<file path="src/rtl/mult_sched_pkg.sv">
// mult_sched_pkg
//   Shared types and sizing helpers for the multiplier scheduler slice.
//   - state_t        : scheduler FSM encoding (3 bits)
//   - *_DEF          : default sizing used when the scheduler is not overridden
//   - IDX_W / CNT_W  : requester-index and timeout-counter widths at default sizing
//   - idx_w / cnt_w  : the same widths computed for arbitrary parameters
package mult_sched_pkg;

    typedef enum logic [2:0] {
        S_IDLE      = 3'd0,
        S_START     = 3'd1,
        S_WAIT_LOW  = 3'd2,
        S_WAIT_HIGH = 3'd3,
        S_DONE      = 3'd4
    } state_t;

    localparam int NREQ_DEF    = 4;
    localparam int WIDTH_DEF   = 5;
    localparam int TIMEOUT_DEF = 64;

    // The multiplier must drop ready within this many cycles of entering S_WAIT_LOW.
    localparam int WAIT_LOW_LIMIT = 2;

    function automatic int idx_w(input int n);
        return (n > 1) ? $clog2(n) : 1;
    endfunction

    function automatic int cnt_w(input int t);
        return $clog2(t + 1);
    endfunction

    localparam int IDX_W = idx_w(NREQ_DEF);
    localparam int CNT_W = cnt_w(TIMEOUT_DEF);

endpackage

</file>
<file path="src/rtl/rr_arbiter.sv">
// rr_arbiter
//   Combinational round-robin arbiter. The search starts at slot ptr and
//   ascends with wrap-around; the first set request bit wins.
//   Ports:
//     req     in  NREQ   request vector
//     ptr     in  IDX_W  highest-priority slot (must be < NREQ)
//     gnt     out NREQ   one-hot winner (0 when no request)
//     gnt_idx out IDX_W  binary winner index (0 when no request)
//     any_req out 1      at least one request is set
module rr_arbiter #(
    parameter int NREQ  = 4,
    parameter int IDX_W = 2
) (
    input  logic [NREQ-1:0]  req,
    input  logic [IDX_W-1:0] ptr,
    output logic [NREQ-1:0]  gnt,
    output logic [IDX_W-1:0] gnt_idx,
    output logic             any_req
);

    logic [IDX_W:0]   sum;
    logic [IDX_W-1:0] slot;

    // Walk from the farthest offset down to offset 0 so that the slot
    // closest to ptr overwrites any earlier candidate.
    always_comb begin
        gnt     = '0;
        gnt_idx = '0;
        sum     = '0;
        slot    = '0;
        any_req = |req;
        for (int off = NREQ - 1; off >= 0; off--) begin
            sum = {1'b0, ptr} + (IDX_W+1)'(off);
            if (sum >= (IDX_W+1)'(NREQ)) begin
                sum = sum - (IDX_W+1)'(NREQ);
            end
            slot = sum[IDX_W-1:0];
            if (req[slot]) begin
                gnt     = NREQ'(1) << slot;
                gnt_idx = slot;
            end
        end
    end

endmodule

</file>
<file path="src/rtl/mult_scheduler.sv">
// mult_scheduler
//   Shares one sequential multiplier among NREQ requesters. A round-robin
//   winner's operands are latched, the multiplier is started, and once its
//   ready has fallen and risen again the product is returned to the winner.
//   Ports:
//     clk, reset_n              clock (rising edge), async active-low reset
//     req/req_a/req_b           per-slot request and packed operands
//     grant                     one-hot pulse: operands of that slot captured
//     rsp_valid/rsp_product     one-hot response pulse and held product
//     busy                      scheduler not idle
//     err                       sticky multiplier timeout flag
//     mul_start/mul_a/mul_b     multiplier start pulse and latched operands
//     mul_ready/mul_product     multiplier status and result
module mult_scheduler
    import mult_sched_pkg::*;
#(
    parameter int NREQ    = NREQ_DEF,
    parameter int WIDTH   = WIDTH_DEF,
    parameter int TIMEOUT = TIMEOUT_DEF
) (
    input  logic                    clk,
    input  logic                    reset_n,
    input  logic [NREQ-1:0]         req,
    input  logic [NREQ*WIDTH-1:0]   req_a,
    input  logic [NREQ*WIDTH-1:0]   req_b,
    output logic [NREQ-1:0]         grant,
    output logic [NREQ-1:0]         rsp_valid,
    output logic [2*WIDTH-1:0]      rsp_product,
    output logic                    busy,
    output logic                    err,
    output logic                    mul_start,
    output logic [WIDTH-1:0]        mul_a,
    output logic [WIDTH-1:0]        mul_b,
    input  logic                    mul_ready,
    input  logic [2*WIDTH-1:0]      mul_product
);

    localparam int IW = idx_w(NREQ);
    localparam int CW = cnt_w(TIMEOUT);

    state_t           state, state_nxt;
    logic [IW-1:0]    ptr, winner, arb_idx;
    logic [NREQ-1:0]  arb_gnt;
    logic             arb_any;
    logic [CW-1:0]    cnt;
    logic             take, mul_done, tmo;
    logic [WIDTH-1:0] a_slot [NREQ];
    logic [WIDTH-1:0] b_slot [NREQ];

    for (genvar i = 0; i < NREQ; i++) begin : g_slot
        assign a_slot[i] = req_a[i*WIDTH +: WIDTH];
        assign b_slot[i] = req_b[i*WIDTH +: WIDTH];
    end

    rr_arbiter #(
        .NREQ  (NREQ),
        .IDX_W (IW)
    ) u_arb (
        .req     (req),
        .ptr     (ptr),
        .gnt     (arb_gnt),
        .gnt_idx (arb_idx),
        .any_req (arb_any)
    );

    // A job is only accepted while the multiplier reports ready.
    assign take     = (state == S_IDLE) && arb_any && mul_ready;
    assign mul_done = (state == S_WAIT_HIGH) && mul_ready;

    // Two abort causes: ready never fell after start, or it stayed low too long.
    always_comb begin
        tmo = 1'b0;
        if ((state == S_WAIT_LOW) && mul_ready &&
            (cnt >= CW'(WAIT_LOW_LIMIT - 1))) begin
            tmo = 1'b1;
        end
        if ((state == S_WAIT_HIGH) && !mul_ready &&
            (cnt == CW'(TIMEOUT - 1))) begin
            tmo = 1'b1;
        end
    end

    // State register
    always_ff @(posedge clk or negedge reset_n) begin
        if (!reset_n) begin
            state <= S_IDLE;
        end else begin
            state <= state_nxt;
        end
    end

    // Next-state logic
    always_comb begin
        state_nxt = state;
        case (state)
            S_IDLE:      if (take) state_nxt = S_START;
            S_START:     state_nxt = S_WAIT_LOW;
            S_WAIT_LOW: begin
                if (tmo)             state_nxt = S_IDLE;
                else if (!mul_ready) state_nxt = S_WAIT_HIGH;
            end
            S_WAIT_HIGH: begin
                if (mul_done)        state_nxt = S_DONE;
                else if (tmo)        state_nxt = S_IDLE;
            end
            S_DONE:      state_nxt = S_IDLE;
            default:     state_nxt = S_IDLE;
        endcase
    end

    // Output logic
    always_comb begin
        grant     = take ? arb_gnt : '0;
        rsp_valid = (state == S_DONE) ? (NREQ'(1) << winner) : '0;
        mul_start = (state == S_START);
        busy      = (state != S_IDLE);
    end

    // Wait-phase cycle counter; restarts from zero on every job.
    always_ff @(posedge clk or negedge reset_n) begin
        if (!reset_n) begin
            cnt <= '0;
        end else if ((state == S_WAIT_LOW) || (state == S_WAIT_HIGH)) begin
            cnt <= cnt + 1'b1;
        end else begin
            cnt <= '0;
        end
    end

    // Operand/winner latches, response capture, round-robin pointer, error flag
    always_ff @(posedge clk or negedge reset_n) begin
        if (!reset_n) begin
            mul_a       <= '0;
            mul_b       <= '0;
            winner      <= '0;
            rsp_product <= '0;
            ptr         <= '0;
            err         <= 1'b0;
        end else begin
            if (take) begin
                mul_a  <= a_slot[arb_idx];
                mul_b  <= b_slot[arb_idx];
                winner <= arb_idx;
            end
            if (mul_done) begin
                rsp_product <= mul_product;
            end
            if (tmo) begin
                err <= 1'b1;
            end
            // Completed or aborted, the winner drops to lowest priority.
            if ((state == S_DONE) || tmo) begin
                ptr <= (winner == IW'(NREQ - 1)) ? '0 : winner + 1'b1;
            end
        end
    end

endmodule
</file>
<file path="config.mk">
export PLATFORM = sky130hd
export DESIGN_NAME = mult_scheduler
export DESIGN_NICKNAME = d
export VERILOG_FILES = /design/src/rtl/mult_sched_pkg.sv /design/src/rtl/rr_arbiter.sv /design/src/rtl/mult_scheduler.sv
export SDC_FILE = /design/constraint.sdc
export NUM_CORES = 1
export LEC_CHECK = 0
export ABC_AREA = 1
export BUFFER_PORTS_ARGS = -buffer_cell sky130_fd_sc_hd__buf_2
export CORE_ASPECT_RATIO = 0.7
export CORE_MARGIN = 2
export CORE_UTILIZATION = 25
export DETAILED_ROUTE_END_ITERATION = 12
export SKIP_CTS_REPAIR_TIMING = 1
export SLEW_MARGIN = 10
export SYNTH_ARGS = -nofsm -noshare
export SYNTH_HDL_FRONTEND = slang
export SYNTH_SLANG_ARGS = --single-unit
</file>
<file path="constraint.sdc">
create_clock -name clk -period 2.9 [get_ports clk]
set_input_delay 0.435 -clock clk [delete_from_list [all_inputs] [get_ports clk]]
set_output_delay 0.435 -clock clk [all_outputs]
set_load 0.005 [all_outputs]
</file>
After elaboration in Yosys (flattened, before gate mapping):

Cells that the tools add are included.

* multiplexer cells: 38
* $lt $le $gt $ge: 10
* reductions and logical operators: 14
* add/subtract/negate cells: 9
* shift-type cells: 5
* eq/ne operators: 9
* bitwise operators: 1

Operators with widths (count)
* 2-to-1 mux 4 bit: 6
* binary-select mux 5 bit (select 2 bit): 2
* 2-to-1 mux 5 bit: 4
* << shifter 1 x 2 -> 4 bit, first input constant: 5
* 2-to-1 mux 2 bit: 9
* 2-to-1 mux 3 bit: 5
* >= comparator 3 bit, second input constant: 4
* less-than comparator 2 x 3 -> 1 bit, second input constant: 4
* one-hot mux 3 bit (4 select lines): 1
* binary-select mux 1 bit (select 2 bit): 4
* subtractor 2 x 1 -> 2 bit, second input constant: 4
* adder 7 x 1 -> 7 bit, second input constant: 1
* equality test 7 x 6 -> 1 bit, second input constant: 1
* >= comparator 7 x 1 -> 1 bit, second input constant: 1
* logical AND 1 bit: 7
* 2-to-1 mux 7 bit: 1
* adder 2 x 2 -> 3 bit, second input constant: 2
* equality test 3 x 2 -> 1 bit, second input constant: 2
* 2-to-1 mux 1 bit: 6
* inequality test 3 bit, second input constant: 2
* OR reduction 4 bit: 1
* adder 2 x 1 -> 3 bit, second input constant: 1
* equality test 3 x 1 -> 1 bit, second input constant: 1
* equality test 3 bit, second input constant: 1
* 10 further kinds: 11

* flip-flop bits (word level): 35
* bits of input ports: 57
* logic and storage cells: 94
* output and inout port bits: 31

Longest topological paths before layout:

Gate-level depths: netlist of the first run.

* word-level depth: 13
* depth in mapped cells: 16
* depth with buffers taken out: 15

Cells and area by module:

From an unflattened synthesis of the first run, not the netlist that was laid out.

* cells, all modules: 349
* area total of the unflattened synthesis: 2399.8 um2

By module, submodules not included
* mult_scheduler: instances 1, area each 1935.6 um2, sequential area each 875.8 um2, cells each 266
* rr_arbiter: instances 1, area each 464.2 um2, sequential area each 0.0 um2, cells each 83

Worst setup path after synthesis of the first run:

No wires, ideal clock.

* kind: reg-to-output
* from: register ptr[0]
* to: output port grant[0]
* setup slack: 0.763 ns
* cell stages (with the launch flop): 12
* path buffers: 0
* data required time: 2.465 ns
* data arrival time: 1.702 ns
* cells stage by stage: dfrtp_1 -> inv_2 -> ha_1 -> inv_1 -> nand3_1 -> nand2_1 -> nand2_1 -> inv_1 -> nand2_1 -> o211ai_1 -> o21ai_0 -> a21oi_1

* longest elaborated chain between the ends: 10
* elaborated cells between the ends (all ways): 32
* classes of those cells: add/sub (7); order compare (4); shift (4); mux (17)

Ends and longest elaborated chain
* start, declared: RTL line mult_scheduler.sv:42 `logic [IW-1:0] ptr, winner, arb_idx;`
* start signal, assigned: RTL line mult_scheduler.sv:153 `ptr <= (winner == IW'(NREQ - 1)) ? '0 : winner + 1'b1;`
* adder 2 x 2 -> 3 bit: RTL line rr_arbiter.sv:33 `sum = {1'b0, ptr} + (IDX_W+1)'(off);`
* >= comparator 3 bit or subtractor 2 x 1 -> 2 bit (tied branches): RTL line rr_arbiter.sv:34, rr_arbiter.sv:35
* 2-to-1 mux 2 bit: RTL line rr_arbiter.sv:34 `if (sum >= (IDX_W+1)'(NREQ)) begin`
* binary-select mux 1 bit (select 2 bit): RTL line rr_arbiter.sv:38 `if (req[slot]) begin`
* 2-to-1 mux 1 bit (not written as such): RTL line rr_arbiter.sv:38
* 2-to-1 mux 4 bit (3 in a row): RTL line rr_arbiter.sv:38
* 2-to-1 mux 4 bit (*): RTL line rr_arbiter.sv:38
* 2-to-1 mux 4 bit (*): RTL line mult_scheduler.sv:113 `grant = take ? arb_gnt : '0;`
* end, declared: RTL line mult_scheduler.sv:26 `output logic [NREQ-1:0] grant,`

Mark *: on every way between the ends. The rest lies on a longest branch, timed or not. The select of a mux whose other input is x is not followed.

Final worst setup path of the first run:

* from: register ptr[1]
* to: output port grant[0]

The elaborated chain is that of the path after synthesis.

==> results of run 1 <==
==> power groups by stage <==
stage          sequential [mW]  combinational (mW)  clock, mW
6_report                 0.831                2.01      0.521
5_1_grt                  0.860                2.33      0.569
4_1_cts                  0.822                2.01      0.549
3_5_place_dp             0.829                2.00          0
3_3_place_gp             0.827                1.96          0
2_1_floorplan            0.823                1.49          0
==> state kept, by name, summed over array words and instances, names as in the netlist <==
signal       count
cnt              7
err              1
mul_a            5
mul_b            5
ptr              2
rsp_product     10
state            3
winner           2
==> per-layer routing <==
metal	vias to the layer above	share of wire	track usage
li1	1322	-	-
met1	1154	0.48	0.168
met2	86	0.44	0.198
met3	8	0.073	0.0399
met4	0	0.0085	0.0306
met5	-	0	0
==> final timing paths <==
kind                                 from  cells past startpoint  slack (ns)        endpoint
max                                ptr[1]                     12        0.22        grant[0]
min reg2reg                rsp_product[6]                      2        0.46  rsp_product[6]
min in group clk           mul_product[9]                      3        0.37  rsp_product[9]
min                               reset_n                      1        0.24        mul_b[2]
max in group asynchronous         reset_n                      1        2.11          ptr[0]
max reg2reg                        ptr[1]                     15        0.49        mul_b[3]
==> logic make-up (layout without fill, tap and decap cells) <==
kind of cell	count (synthesis)	in the layout	synth area share
AND/OR/NAND/NOR	219	219	0.398
buffers and inverters	74	166	0.120
flip-flops	35	35	0.345
AO/OA/AOI/OAI	27	27	0.0636
adder cells (fa/ha/maj)	14	14	0.0691
XOR/XNOR	1	1	0.00345
==> worst max-delay path, cell delays in order (launching register included) <==
cell,delay [ns]
sky130_fd_sc_hd__dfrtp_2,0.48
sky130_fd_sc_hd__clkinvlp_4,0.20
sky130_fd_sc_hd__ha_1,0.33
sky130_fd_sc_hd__inv_1,0.10
sky130_fd_sc_hd__nand3_1,0.10
sky130_fd_sc_hd__nand2_1,0.08
sky130_fd_sc_hd__nand2_1,0.07
sky130_fd_sc_hd__inv_1,0.11
sky130_fd_sc_hd__nand2_1,0.06
sky130_fd_sc_hd__o211ai_1,0.08
sky130_fd_sc_hd__o21ai_0,0.11
sky130_fd_sc_hd__a21oi_1,0.13
sky130_fd_sc_hd__buf_2,0.12
==> final cells by class <==
type                       count  area, µm²  share of cell area
timing repair buffer          95        495               0.151
sequential                    35        878               0.268
multi-input combinational    261       1360               0.414
clock buffer                   6        139              0.0424
clock inverter                 1       5.00             0.00153
inverter                      64        244              0.0745
tap                          128        160              0.0489
==> synthesized netlist by cell type, types with 2 or more instances <==
master	instances	area (µm²)
sky130_fd_sc_hd__ha_1	14	175
sky130_fd_sc_hd__inv_2	4	15.0
sky130_fd_sc_hd__o211ai_1	3	22.5
sky130_fd_sc_hd__buf_2	4	20.0
sky130_fd_sc_hd__nand4_1	2	12.5
sky130_fd_sc_hd__clkbuf_1	2	7.51
sky130_fd_sc_hd__nand3_1	38	190
sky130_fd_sc_hd__nor2_1	18	67.6
sky130_fd_sc_hd__buf_4	2	15.0
sky130_fd_sc_hd__buf_6	2	22.5
sky130_fd_sc_hd__nand3b_1	10	75.1
sky130_fd_sc_hd__a21oi_1	8	40.0
sky130_fd_sc_hd__nand2_2	18	113
sky130_fd_sc_hd__nand3_2	4	40.0
sky130_fd_sc_hd__dfrtp_1	35	876
sky130_fd_sc_hd__nand2_1	120	450
sky130_fd_sc_hd__nor3_1	5	25.0
sky130_fd_sc_hd__inv_1	59	221
sky130_fd_sc_hd__o21ai_0	13	65.1
==> per-stage QoR <==
step           area, µm²  hold WS (ns)   util
2_1_floorplan       2540         0.139      -
3_3_place_gp        3100         0.452  0.316
3_5_place_dp        3100         0.457  0.316
4_1_cts             3240         0.277  0.331
5_1_grt             3280         0.314  0.334
6_report            3280         0.244  0.334
==> run metrics, run 1 <==
CTS tree=yes; DR iter-0 viols=96; most common library cell in the layout ignoring fill and taps=sky130_fd_sc_hd__nand2_1; number of clock sinks=35; remaining max-slew budget at the tightest pin=0.478; biggest fanout along the worst timing path=7; die span in y=88.3 µm; routed vias/inst=4.36; root buf cell=sky130_fd_sc_hd__clkbuf_16; worst path arrival time=2.24 ns; Residual DRC=0; unrepaired setup endpoints after global routing=false; number of nets in the layout=533; Flop pwr share=0.247; initial standard-cell utilization of the core=0.259; outcome=completed; least setup slack across all paths after layout=0.222 ns; commonest cells after routing, fill and taps aside=sky130_fd_sc_hd__nand2_1, sky130_fd_sc_hd__buf_2, sky130_fd_sc_hd__inv_1; Clk network pwr share=0.155; antenna diode count=0; number of global-route vias before repair=2383; required time of the critical path=2.47 ns; type of the worst min-delay path=primary input to asynchronous set/reset pin; maximum clock insertion buffer count=2; count of non-filler cells in the finished layout=590; fraction of final layout cells sized beyond drive strength 1=0.290; combinational share of power=0.597; Max IR drop VDD=0.000332 V; share of synthesized registers carrying an async set or reset=1.00; die boundary width=124 µm; total vias in the final route=2570; # H-tree levels=2; Worst Clk Skew=0.00388 ns; transition time at the pin with the least slew margin=0.784 ns; detailed-route wire length=6700 µm; post-placement cell count=579; clock period minus worst slack=2.68 ns; grt total ovfl=0; source-to-sink clock delay at the later pin of the worst-skew pair=0.27 ns; Highest Clock Rate=373 MHz; Total Power Consumption=3.36 mW; wire length of the first global-routing pass=11200 µm; Syn Nets=441; Post-Syn Area=2540 µm²; count of input and output buffers=87; Avg WL per Cell=11.3 µm; global placer's final weighted congestion=0.892; register bit total from synthesis=35; overall track demand over capacity in global routing=0.125; antenna violations before repair=0; LEAKAGE=1.91 nW; switching part of the total=0.471; largest net degree at the start of global routing=36; share of the clock period used by the worst path after layout=0.923; hpwl dp=5300 µm; fill cell instance count of the final layout=1064; Power Density=1030 nW/µm²; Std-Cell Rows=30; sequential element share of the synthesized area=0.345; Fin Setup TNS=0 ns; IO Pins=88; TritonCTS Buffers=5; final number of setup-violating endpoints=0; cells after synthesis=370; post-synthesis average cell area=6.85 µm²; Floorplan Core Area=9800 µm²; final antenna-violating net count=0; layout overhead on the synthesized area=29.2%; CP Capture Type=output port; DP Worst Slack=0.369 ns; 1st-pass router iterations=4; Cell Int Power=1.78 mW; number of pins with negative max-slew slack in the final report=0; Synth warnings=0; NetSw=1.58 mW; crit path launch type=register; Clock transition at path regs=0.05 ns; number of distinct standard cells referenced by the synthesized netlist=28; most used flip-flop cell after synthesis=sky130_fd_sc_hd__dfrtp_1; Maximum Capacitance Violations=0; Die Footprint=11000 µm²; Hold Vio Cnt, Final=0; number of flops mapped to enable cells by yosys=0; Setup Crit Path Kind=register to output port
Note: power is estimated with default switching activity, not from simulation.
==> inputs of run 2 (changes only) <==
PLACE_DENSITY = 0.51   (was not set)
==> run 2 against run 1 <==
Effect of this change:
- sequential cell count unchanged
- combinational power is 2% higher
- core utilization rose by 0.089 points
- design area increased by 0.27%
- critical path type unchanged
==> run metrics, run 2 (synthesized netlist as in run 1, its figures left out) <==
outcome=completed; count of input and output buffers=87; DR iter-0 viols=136; Residual DRC=0; slowest CP cell=sky130_fd_sc_hd__dfrtp_2; total vias in the final route=2561; detailed-route wire length=6810 µm; number of pins with negative max-slew slack in the final report=0; Std-Cell Rows=30; Register-to-Register Path Depth=15; # H-tree levels=2; Die Footprint=11000 µm²; root buf cell=sky130_fd_sc_hd__clkbuf_16; Highest Clock Rate=378 MHz; worst path arrival time=2.21 ns; number of clock sinks=35; source-to-sink clock delay at the later pin of the worst-skew pair=0.28 ns; crit path launch type=register; Power Density=1030 nW/µm²; 1st-pass router iterations=4; grt total ovfl=0; maximum clock insertion buffer count=2; biggest fanout along the worst timing path=6; commonest cells after routing, fill and taps aside=sky130_fd_sc_hd__nand2_1, sky130_fd_sc_hd__buf_2, sky130_fd_sc_hd__inv_1; crit path cell chain=clkinvlp_4 > ha_1 > inv_1 > nand3_1 > nand2_1 > nand2_1 > inv_1 > nand2_1 > o211ai_1 > o21ai_0 > a21oi_1 > buf_2; number of flip-flops under the largest register name=10; TritonCTS Buffers=5; end of the worst register-to-register path=mul_a[4]; final antenna-violating net count=0; number of global-route vias before repair=2429; fill cell instance count of the final layout=1107; fraction of final layout cells sized beyond drive strength 1=0.290; Avg WL per Cell=11.5 µm; internal reg-to-reg setup slack=0.59 ns; number of nets in the layout=535; transition time at the pin with the least slew margin=0.823 ns; unrepaired setup endpoints after global routing=false; LEAKAGE=1.92 nW; DP Worst Slack=0.382 ns; die boundary width=124 µm; Util after Layout=0.335; Fin Setup TNS=0 ns; wire length of the first global-routing pass=11500 µm; biggest regs=rsp_product (10), cnt (7); largest incremental delay on the critical path=0.44 ns; routed vias/inst=4.32; Clock transition at path regs=0.05 ns; die span in y=88.3 µm; hpwl dp=5300 µm; initial standard-cell utilization of the core=0.259; layout overhead on the synthesized area=29.6%; overall track demand over capacity in global routing=0.129; Hold Vio Cnt, Final=0; least setup slack across all paths after layout=0.255 ns; CP Capture Type=output port; required time of the critical path=2.47 ns; antenna violations before repair=0; final number of setup-violating endpoints=0; IO Pins=88; Maximum Capacitance Violations=0; CTS tree=yes; global placer's final weighted congestion=0.870; Setup Crit Path Kind=register to output port; share of the clock period used by the worst path after layout=0.912; antenna diode count=0; Floorplan Core Area=9800 µm²; Worst Clk Skew=0.00361 ns; most common library cell in the layout ignoring fill and taps=sky130_fd_sc_hd__nand2_1; type of the worst min-delay path=primary input to asynchronous set/reset pin; remaining max-slew budget at the tightest pin=0.451; Crit path top cell by count=sky130_fd_sc_hd__nand2_1; largest net degree at the start of global routing=36; clock period minus worst slack=2.65 ns; top register by number of flip-flops=rsp_product; reg-to-reg critical path startpoint=ptr[1]; Max IR drop VDD=0.000300 V
## run 2: changes by cell type in the layout (fill, tap and decap cells not counted), sizes merged
cell	before	now
buf	95	97
clkbuf	6	7
## run 2: final cells by class
type | instances | area (µm²) | share of cell area
Multi-Input combinational cell | 261 | 1360 | 0.412
Clock inverter | 1 | 5.00 | 0.00152
Inverter | 64 | 244 | 0.0743
Sequential cell | 35 | 878 | 0.267
Timing Repair Buffer | 97 | 510 | 0.155
Clock buffer | 7 | 133 | 0.0404
Tap cell | 128 | 160 | 0.0487
## run 2: how the worst max path moves through the flow
stage,startpoint,end,slack (ns),cells past startpoint
6_report,ptr[1],grant[1],0.25,12
4_1_cts,ptr[0],grant[1],0.08,12
5_1_grt,ptr[1],grant[0],0.05,12
3_5_place_dp,ptr[0],mul_b[4],0.38,15
2_1_floorplan,ptr[0],grant[0],0.76,11
3_3_place_gp,ptr[0],grant[0],0.46,12
## run 2: critical path, delay by kind of cell, from the launching register on
family | cells | cell delay [ns]
adder cells (fa/ha/maj) | 1 | 0.32
AO/OA/AOI/OAI | 3 | 0.33
flip-flops | 1 | 0.44
buffers and inverters | 4 | 0.50
AND/OR/NAND/NOR | 4 | 0.35
## run 2: stage by stage
stage	area, µm²	power (mW)	hold WS, ns	std cells
detailed placement	3100	2.83	0.454	579
floorplan	2540	2.32	0.139	370
CTS	3230	3.36	0.277	587
global route	3290	3.78	0.333	593
finish	3290	3.37	0.252	593
global placement	3100	2.80	0.448	579
## run 2: where the power goes
group	switching [mW]	internal, mW
clock network	0.191	0.317
registers	0.137	0.681
logic	1.27	0.777
total	1.60	1.78
## run 2: layer usage
| metal | share of wire | global-route usage | vias to the layer above |
|---|---|---|---|
| met2 | 0.41 | 0.194 | 72 |
| met3 | 0.074 | 0.0435 | 7 |
| li1 | - | - | 1337 |
| met1 | 0.51 | 0.179 | 1145 |
| met4 | 0.0068 | 0.0337 | 0 |
| met5 | 0 | 0 | - |
